File: src/rtl/alu_issue_stage.sv
// rtl/alu_issue_stage.sv - RV32I decode/issue stage with operand forwarding and ID/EX register
module alu_issue_stage #(
    parameter int XLEN       = 32,
    parameter int REG_ADDR_W = 5
) (
    input  logic                  clk,
    input  logic                  rst,
    input  logic                  in_valid,
    output logic                  in_ready,
    input  logic [31:0]           in_instr,
    input  logic [XLEN-1:0]       in_rs1_data,
    input  logic [XLEN-1:0]       in_rs2_data,
    input  logic                  fwd_valid,
    input  logic [REG_ADDR_W-1:0] fwd_rd,
    input  logic [XLEN-1:0]       fwd_data,
    input  logic                  flush,
    output logic                  out_valid,
    input  logic                  out_ready,
    output logic [XLEN-1:0]       out_a,
    output logic [XLEN-1:0]       out_b,
    output logic [2:0]            out_alu_control,
    output logic [REG_ADDR_W-1:0] out_rd,
    output logic                  out_reg_write,
    output logic                  out_mem_read,
    output logic                  out_mem_write,
    output logic [XLEN-1:0]       out_store_data,
    output logic                  out_branch,
    output logic                  out_branch_ne,
    output logic                  out_illegal
);

    localparam logic [2:0] ALU_ADD = 3'b000;
    localparam logic [2:0] ALU_SUB = 3'b001;
    localparam logic [2:0] ALU_SRA = 3'b010;
    localparam logic [2:0] ALU_SLL = 3'b011;
    localparam logic [2:0] ALU_SRL = 3'b100;
    localparam logic [2:0] ALU_AND = 3'b101;
    localparam logic [2:0] ALU_XOR = 3'b110;

    localparam logic [6:0] OP_R      = 7'b0110011;
    localparam logic [6:0] OP_I      = 7'b0010011;
    localparam logic [6:0] OP_LOAD   = 7'b0000011;
    localparam logic [6:0] OP_STORE  = 7'b0100011;
    localparam logic [6:0] OP_BRANCH = 7'b1100011;

    localparam logic [6:0] F7_ZERO = 7'b0000000;
    localparam logic [6:0] F7_ALT  = 7'b0100000;

    // Instruction fields
    logic [6:0]            opcode;
    logic [2:0]            funct3;
    logic [6:0]            funct7;
    logic [REG_ADDR_W-1:0] rd_idx;
    logic [REG_ADDR_W-1:0] rs1_idx;
    logic [REG_ADDR_W-1:0] rs2_idx;
    logic [XLEN-1:0]       imm_i;
    logic [XLEN-1:0]       imm_s;
    logic [XLEN-1:0]       rs1_val;
    logic [XLEN-1:0]       rs2_val;
    logic [XLEN-1:0]       shamt_r;
    logic [XLEN-1:0]       shamt_i;

    assign opcode  = in_instr[6:0];
    assign funct3  = in_instr[14:12];
    assign funct7  = in_instr[31:25];
    assign rd_idx  = REG_ADDR_W'(in_instr[11:7]);
    assign rs1_idx = REG_ADDR_W'(in_instr[19:15]);
    assign rs2_idx = REG_ADDR_W'(in_instr[24:20]);
    assign imm_i   = {{(XLEN-12){in_instr[31]}}, in_instr[31:20]};
    assign imm_s   = {{(XLEN-12){in_instr[31]}}, in_instr[31:25], in_instr[11:7]};

    // Operand select: x0 reads zero, else a matching EX/MEM result overrides the register file
    always_comb begin
        rs1_val = in_rs1_data;
        rs2_val = in_rs2_data;
        if (rs1_idx == '0) begin
            rs1_val = '0;
        end else if (fwd_valid && (fwd_rd != '0) && (fwd_rd == rs1_idx)) begin
            rs1_val = fwd_data;
        end
        if (rs2_idx == '0) begin
            rs2_val = '0;
        end else if (fwd_valid && (fwd_rd != '0) && (fwd_rd == rs2_idx)) begin
            rs2_val = fwd_data;
        end
    end

    // The ALU shifts by the whole b operand, so shift amounts are zero-extended from 5 bits
    assign shamt_r = {{(XLEN-5){1'b0}}, rs2_val[4:0]};
    assign shamt_i = {{(XLEN-5){1'b0}}, in_instr[24:20]};

    logic [2:0]      alu_d;
    logic [XLEN-1:0] a_d;
    logic [XLEN-1:0] b_d;
    logic            reg_write_d;
    logic            mem_read_d;
    logic            mem_write_d;
    logic            branch_d;
    logic            branch_ne_d;
    logic            illegal_d;

    // Decode opcode/funct into ALU operation, operands and pipeline control bits
    always_comb begin
        alu_d       = ALU_ADD;
        a_d         = rs1_val;
        b_d         = rs2_val;
        reg_write_d = 1'b0;
        mem_read_d  = 1'b0;
        mem_write_d = 1'b0;
        branch_d    = 1'b0;
        branch_ne_d = 1'b0;
        illegal_d   = 1'b0;
        case (opcode)
            OP_R: begin
                reg_write_d = 1'b1;
                case ({funct7, funct3})
                    {F7_ZERO, 3'b000}: alu_d = ALU_ADD;
                    {F7_ALT,  3'b000}: alu_d = ALU_SUB;
                    {F7_ZERO, 3'b001}: begin alu_d = ALU_SLL; b_d = shamt_r; end
                    {F7_ZERO, 3'b100}: alu_d = ALU_XOR;
                    {F7_ZERO, 3'b101}: begin alu_d = ALU_SRL; b_d = shamt_r; end
                    {F7_ALT,  3'b101}: begin alu_d = ALU_SRA; b_d = shamt_r; end
                    {F7_ZERO, 3'b111}: alu_d = ALU_AND;
                    default:           illegal_d = 1'b1;
                endcase
            end
            OP_I: begin
                reg_write_d = 1'b1;
                b_d         = imm_i;
                case (funct3)
                    3'b000: alu_d = ALU_ADD;
                    3'b100: alu_d = ALU_XOR;
                    3'b111: alu_d = ALU_AND;
                    3'b001: begin
                        b_d = shamt_i;
                        if (funct7 == F7_ZERO) alu_d = ALU_SLL;
                        else                   illegal_d = 1'b1;
                    end
                    3'b101: begin
                        b_d = shamt_i;
                        if (funct7 == F7_ZERO)     alu_d = ALU_SRL;
                        else if (funct7 == F7_ALT) alu_d = ALU_SRA;
                        else                       illegal_d = 1'b1;
                    end
                    default: illegal_d = 1'b1;
                endcase
            end
            OP_LOAD: begin
                reg_write_d = 1'b1;
                mem_read_d  = 1'b1;
                b_d         = imm_i;
            end
            OP_STORE: begin
                mem_write_d = 1'b1;
                b_d         = imm_s;
            end
            OP_BRANCH: begin
                alu_d    = ALU_SUB;
                branch_d = 1'b1;
                case (funct3)
                    3'b000:  branch_ne_d = 1'b0;
                    3'b001:  branch_ne_d = 1'b1;
                    default: illegal_d   = 1'b1;
                endcase
            end
            default: illegal_d = 1'b1;
        endcase
        if (illegal_d) begin
            alu_d       = ALU_ADD;
            reg_write_d = 1'b0;
            mem_read_d  = 1'b0;
            mem_write_d = 1'b0;
            branch_d    = 1'b0;
            branch_ne_d = 1'b0;
        end
        if (rd_idx == '0) begin
            reg_write_d = 1'b0;
        end
    end

    logic                  valid_q;
    logic [XLEN-1:0]       a_q;
    logic [XLEN-1:0]       b_q;
    logic [2:0]            alu_q;
    logic [REG_ADDR_W-1:0] rd_q;
    logic                  reg_write_q;
    logic                  mem_read_q;
    logic                  mem_write_q;
    logic [XLEN-1:0]       store_data_q;
    logic                  branch_q;
    logic                  branch_ne_q;
    logic                  illegal_q;
    logic                  transfer;

    assign in_ready = !valid_q || out_ready;
    assign transfer = in_valid && in_ready;

    // ID/EX register: reset > flush > capture on transfer > drain; payload moves only on transfer
    always_ff @(posedge clk) begin
        if (rst) begin
            valid_q      <= 1'b0;
            a_q          <= '0;
            b_q          <= '0;
            alu_q        <= ALU_ADD;
            rd_q         <= '0;
            reg_write_q  <= 1'b0;
            mem_read_q   <= 1'b0;
            mem_write_q  <= 1'b0;
            store_data_q <= '0;
            branch_q     <= 1'b0;
            branch_ne_q  <= 1'b0;
            illegal_q    <= 1'b0;
        end else if (flush) begin
            valid_q <= 1'b0;
        end else if (transfer) begin
            valid_q      <= 1'b1;
            a_q          <= a_d;
            b_q          <= b_d;
            alu_q        <= alu_d;
            rd_q         <= rd_idx;
            reg_write_q  <= reg_write_d;
            mem_read_q   <= mem_read_d;
            mem_write_q  <= mem_write_d;
            store_data_q <= rs2_val;
            branch_q     <= branch_d;
            branch_ne_q  <= branch_ne_d;
            illegal_q    <= illegal_d;
        end else if (out_ready) begin
            valid_q <= 1'b0;
        end
    end

    assign out_valid       = valid_q;
    assign out_a           = a_q;
    assign out_b           = b_q;
    assign out_alu_control = alu_q;
    assign out_rd          = rd_q;
    assign out_reg_write   = reg_write_q;
    assign out_mem_read    = mem_read_q;
    assign out_mem_write   = mem_write_q;
    assign out_store_data  = store_data_q;
    assign out_branch      = branch_q;
    assign out_branch_ne   = branch_ne_q;
    assign out_illegal     = illegal_q;

endmodule

File: config.mk
export PLATFORM = sky130hd
export DESIGN_NAME = alu_issue_stage
export DESIGN_NICKNAME = d
export VERILOG_FILES = /design/src/rtl/alu_issue_stage.sv
export SDC_FILE = /design/constraint.sdc
export NUM_CORES = 1
export LEC_CHECK = 0
export ABC_AREA = 1
export ABC_CLOCK_PERIOD_IN_PS = 2300
export CAP_MARGIN = 20
export CELL_PAD_IN_SITES_DETAIL_PLACEMENT = 0
export CELL_PAD_IN_SITES_GLOBAL_PLACEMENT = 1
export CORE_MARGIN = 2
export CORE_UTILIZATION = 29
export CTS_CLUSTER_SIZE = 40
export DETAILED_ROUTE_END_ITERATION = 6
export PLACE_DENSITY = 0.86
export SETUP_SLACK_MARGIN = 0.2
export SLEW_MARGIN = 10
export SYNTH_ARGS = -nofsm -noshare
export SYNTH_HDL_FRONTEND = slang
export SYNTH_SLANG_ARGS = --single-unit
File: constraint.sdc
create_clock -name clk -period 2.3 [get_ports clk]
set_clock_uncertainty 0.2 [all_clocks]
set_input_delay 0.345 -clock clk [delete_from_list [all_inputs] [get_ports clk]]
set_output_delay 0.345 -clock clk [all_outputs]
set_load 0.02 [all_outputs]
Word level (Yosys, flattened, before mapping)
Cells that the tools add are included.

Word-level logic and storage cells: 89. Input port bits: 139. Register bits after elaboration: 111. Output and inout bits: 112.

Bitwise logic cells: 1. Equality and inequality tests: 18. Multiplexer cells: 35. Reduce and logical (&&, ||, !) cells: 23.

Operator list (count): 32-bit two-way mux (6); 32-bit one-hot mux with 4 select lines (1); 10-bit by 3-bit equality test with 1-bit output (second input constant) (3); 7-bit by 6-bit equality test with 1-bit output (second input constant) (3); 10-bit by 9-bit equality test with 1-bit output (second input constant) (2); 1-bit two-way mux (19); 3-bit one-hot mux with 6 select lines (1); 5-bit logical NOT (3); 3-bit one-hot mux with 4 select lines (1); 10-bit by 1-bit equality test with 1-bit output (second input constant) (1); 5-bit equality test (2); 10-bit logical NOT (1); 3-bit equality test (second input constant) (3); 3-bit one-hot mux with 3 select lines (1); 3-bit OR reduction (3); 2-bit OR reduction (4); 7-bit by 2-bit equality test with 1-bit output (second input constant) (1); 7-bit by 5-bit equality test with 1-bit output (second input constant) (1); 7-bit equality test (second input constant) (1); 7-bit logical NOT (1); 7-bit OR reduction (1); 3-bit two-way mux (2); 5-bit nonzero test (1); 1-bit logical AND (4); 10 further kinds (11).

Depth between registers and ports, before layout
Depth after elaboration: 7. Mapped depth: 11. Gate-level depth less buffers: 11.

Worst setup path after synthesis
No wires, ideal clock.

Kind: input port to flip-flop. From: input in_instr[3]. To: register b_q[15] (netlist: out_b[15]). Arrival: 1.536 ns. Required time: 2.029 ns. Setup time: 0.071 ns. Stages: 10. Slack: 0.493 ns. Path buffers: 1. Path through: nor2_1 nand3_2 inv_2 nand2_4 nor2_8 nand3_4 a21oi_4 buf_6 nand3_2 a21oi_2.

Word-level cells in the longest chain between the ends: 2. Elaborated cells on any way between the ends: 5. Those cells by class: 4 x eq/ne; 1 x mux.

Ends and longest elaborated chain: from (decl) (line 10) `input logic [31:0] in_instr,`; 7-bit by 6-bit equality test with 1-bit output, or another cell as far along (line 113) `case (opcode)`; 32-bit one-hot mux with 4 select lines * (line 113); to (signal assigned) (line 203) `b_q <= '0;`; to (signal assigned) (line 218) `b_q <= b_d;`; to (decl) (line 183) `logic [XLEN-1:0] b_q;`.

Every way passes the cells marked *; elsewhere a longest branch is shown, timed or not. A chain may end at the register's enable or synchronous reset.

Worst setup path in the final report
From: input in_instr[12]. To: register b_q[19] (netlist: out_b[19]).

Word-level cells in the longest chain between the ends: 4. Elaborated cells on any way between the ends: 10. Those cells by class: 5 x eq/ne; 3 x mux; 2 x reduce/logical.

Ends and longest elaborated chain: 10-bit by 9-bit equality test with 1-bit output, or another cell as far along (line 116) `case ({funct7, funct3})`; 3-bit OR reduction (no source line) / 2-bit OR reduction (equally long branches); 32-bit two-way mux (on tied branches) (line 116, 130); 32-bit one-hot mux with 4 select lines * (line 113).

Marked as above.

==> run_results.csv <==
group,metric,value,unit
floorplanning,rows,52,
synthesis,ys_ff_latch,111,
clocking,cts.sink_count,111,
sta,drv_slew,0,
global_routing,grt_overflow,0,
synthesis,synth_edf_count,0,
power,seq_power_share,41.9,%
clocking,worst_skew_pair.late_latency,0.35,ns
clocking,numCtsBuffers,9,
synthesis,syn_inst,854,
critical_path,critPathMaxFanout,7,
power,cellLeakagePower,4.08,nW
placed_design,hpwl,16.5,mm
critical_path,startpoint_type,"input pin",
synthesis,synthFlopType,"dfxtp_1",
floorplanning,start_util,29.4,%
final_layout,seq_area,2220,um2
power,p_clk_share,33.3,%
synthesis,synth.cells.most_frequent,"nand2_1, dfxtp_1, inv_1",
flow_run,drv_cap,0,
sta,layout_setup_ws,0.278,ns
sta,period_minus_slack,2.02,ns
sta,post-route-period-util,87.9,%
routing,first_pass_iters,5,
routing,antenna_left,0,
synthesis,synth_area_leader_cell,"dfxtp_1",
floorplanning,ioPinCount,251,
sta,timing.fmax,495,MHz
synthesis,ys_warn_count,0,
power,finalPower,0.00497,W
critical_path,endpoint,"out_b[19]",
placed_design,dp_slack,-0.0906,ns
final_layout,num-nets-final,1264,
critical_path,end_kind,"flop",
sta,worstMarginPinSlew,0.917,ns
critical_path,crit_required,2.30,ns
synthesis,ys_types,39,
outcome,status,"finished clean",
power,switching_share,29.5,%
synthesis,syn_area_per_cell,6.93,um2
global_routing,antenna_found_initial,0,
critical_path,regToRegSetupSlack,0.55,ns
floorplanning,die_w,147,um
final_layout,multi_input_area,3110,um2
clocking,cts_tree,"done",
floorplanning,dieArea,21600,um2
final_layout,post-route-util,47.7,%
clocking,holdBufCountCts,0,
synthesis,synth.most_common_cell,"nand2_1",
routing,drt_iter0_markers,375,
floorplanning,dieHeight,147,um
synthesis,synth_area_leaders,"dfxtp_1, nand2_1, a21oi_1, inv_1, nand3_1",
placed_design,routabilityCongestion,0.875,
synthesis,synth_top_area_share,37.5,%
global_routing,grt_use_total,20.2,%
worst_hold_path,hp-class,"flop to flop",
clocking,cts_max_level,3,
sta,rsz0062_at_grt,"yes",
synthesis,synth_nets,993,
final_layout,drive_gt1_share,14.3,%
final_layout,antenna_cells,0,
routing,vias,6629,
clocking,path_clk_slew,0.08,ns
clocking,root_buffer,"clkbuf_16",
power,p_switching,0.00146,W
routing,drc,0,
placed_design,port_buffers,250,
critical_path,critical_path_class,"input pin to flop",
synthesis,ys_seq_area_share,37.5,%
global_routing,grt_max_degree,68,
sta,setup_viol,0,
power,powerDensity,519,nW/um2
global_routing,grt_pass1_vias,6427,
final_layout,fillers,2002,
routing,viasPerCell,4.74,
routing,routed_wl,22.2,mm
critical_path,r2r_end,"out_b[8]",
floorplanning,core,20100,um2
sta,finalHoldViolCount,0,
critical_path,rr_worst_depth,8,
sta,relSlewSlack,38.9,%
synthesis,syn_area,5920,um2
sta,holdWs,0.267,ns
power,pwr-share-comb,24.7,%
global_routing,grt_pass1_wl,34.9,mm
power,ir_worst_vdd,0.330,mV
critical_path,crit_path_start,"in_instr[12]",
critical_path,critPathArrivalTime,2.03,ns
routing,wl_per_cell,15.9,um
final_layout,area_growth,61.8,%
critical_path,reg2reg_from,"out_valid",
power,power.internal,0.00351,W
clocking,clock_path_buffers,2,
synthesis,async_flop_share,0,%
[layout by cell type (no fill, tap or decap), drive strengths merged, types with 8 or more instances in the layout]
| cell type | n |
|---|---|
| a21oi | 114 |
| a22oi | 26 |
| buf | 67 |
| clkbuf | 12 |
| clkdlybuf4s50 | 244 |
| dfxtp | 111 |
| inv | 103 |
| nand2 | 207 |
| nand3 | 86 |
| nand4 | 8 |
| nor2 | 34 |
| nor3 | 9 |
| o21ai | 75 |
[worst max-delay path, stage by stage]
cell and delay [ns]:
clkdlybuf4s50_1 0.51, nand2_2 0.08, buf_4 0.14, nor2_1 0.23
nand2_2 0.12, nand3_4 0.10, a21oi_4 0.07, buf_12 0.14
clkbuf_16 0.16, nand3_2 0.08, a21oi_2 0.05
[worst min-delay path by stage]
| stage | from | endpoint | depth (start not counted) | slack, ns |
|---|---|---|---|---|
| floorplan | flush | out_valid | 1 | 0.22 |
| global placement | out_a[21] | out_a[21] | 2 | 0.25 |
| global route | out_a[29] | out_a[29] | 2 | 0.29 |
| detailed placement | out_alu_control[0] | out_alu_control[0] | 2 | 0.26 |
| CTS | out_alu_control[0] | out_alu_control[0] | 2 | 0.27 |
| finish | out_a[30] | out_a[30] | 2 | 0.27 |
[layout make-up]
type / count / area share, %
clock buffer: 10 / 2.39
clock inverter: 6 / 0.797
inverter: 102 / 4.14
multi-input combinational: 583 / 32.5
sequential: 111 / 23.2
tap: 270 / 3.53
timing repair buffer: 318 / 33.5
[power by group through the flow]
stage | logic [W] | registers, W | clock network, W
global route | 0.00133 | 0.00210 | 0.00177
CTS | 0.00121 | 0.00208 | 0.00169
finish | 0.00123 | 0.00208 | 0.00166
floorplan | 0.000415 | 0.00225 | 0
detailed placement | 0.00120 | 0.00213 | 0
global placement | 0.00120 | 0.00213 | 0
[per-layer routing]
metal / share of wire [%] / vias to the layer above / wire length (um) / track usage, %
li1: - / 3350 / - / -
met1: 46 / 3008 / 10300 / 27.6
met2: 45 / 243 / 10000 / 32.2
met3: 6.7 / 28 / 1490 / 3.70
met4: 2.1 / 0 / 457 / 6.65
met5: 0 / - / 0 / 0
[sequential cells by signal (all words and copies together), names as in the netlist]
name / count
out_a: 32
out_alu_control: 3
out_b: 32
out_branch: 1
out_branch_ne: 1
out_illegal: 1
out_mem_read: 1
out_mem_write: 1
out_rd: 5
out_reg_write: 1
out_store_data: 32
out_valid: 1
[what timing repair did]
item / in CTS / in global routing
setup endpoints to repair: 0 / 33
gates resized for setup: 0 / 17
buffers inserted: 0 / 1
[per-stage QoR]
stage          cell area, um2  setup TNS (ns)  std cells
6_report                 9580               0       1400
3_5_place_dp             9140           -1.68       1381
3_3_place_gp             9140          -0.373       1381
2_1_floorplan            5920               0        854
5_1_grt                  9580               0       1400
4_1_cts                  9440               0       1397
[cells by family (layout without fill, tap and decap cells)]
kind of cell | Yosys count | count (layout) | synth area share [%]
flops | 111 | 111 | 37.5
xor+xnor | 10 | 10 | 1.48
buf+inv | 160 | 436 | 11.0
compound gates | 226 | 226 | 22.6
simple gates | 347 | 347 | 27.4
Note: power is estimated with default switching activity, not from simulation.
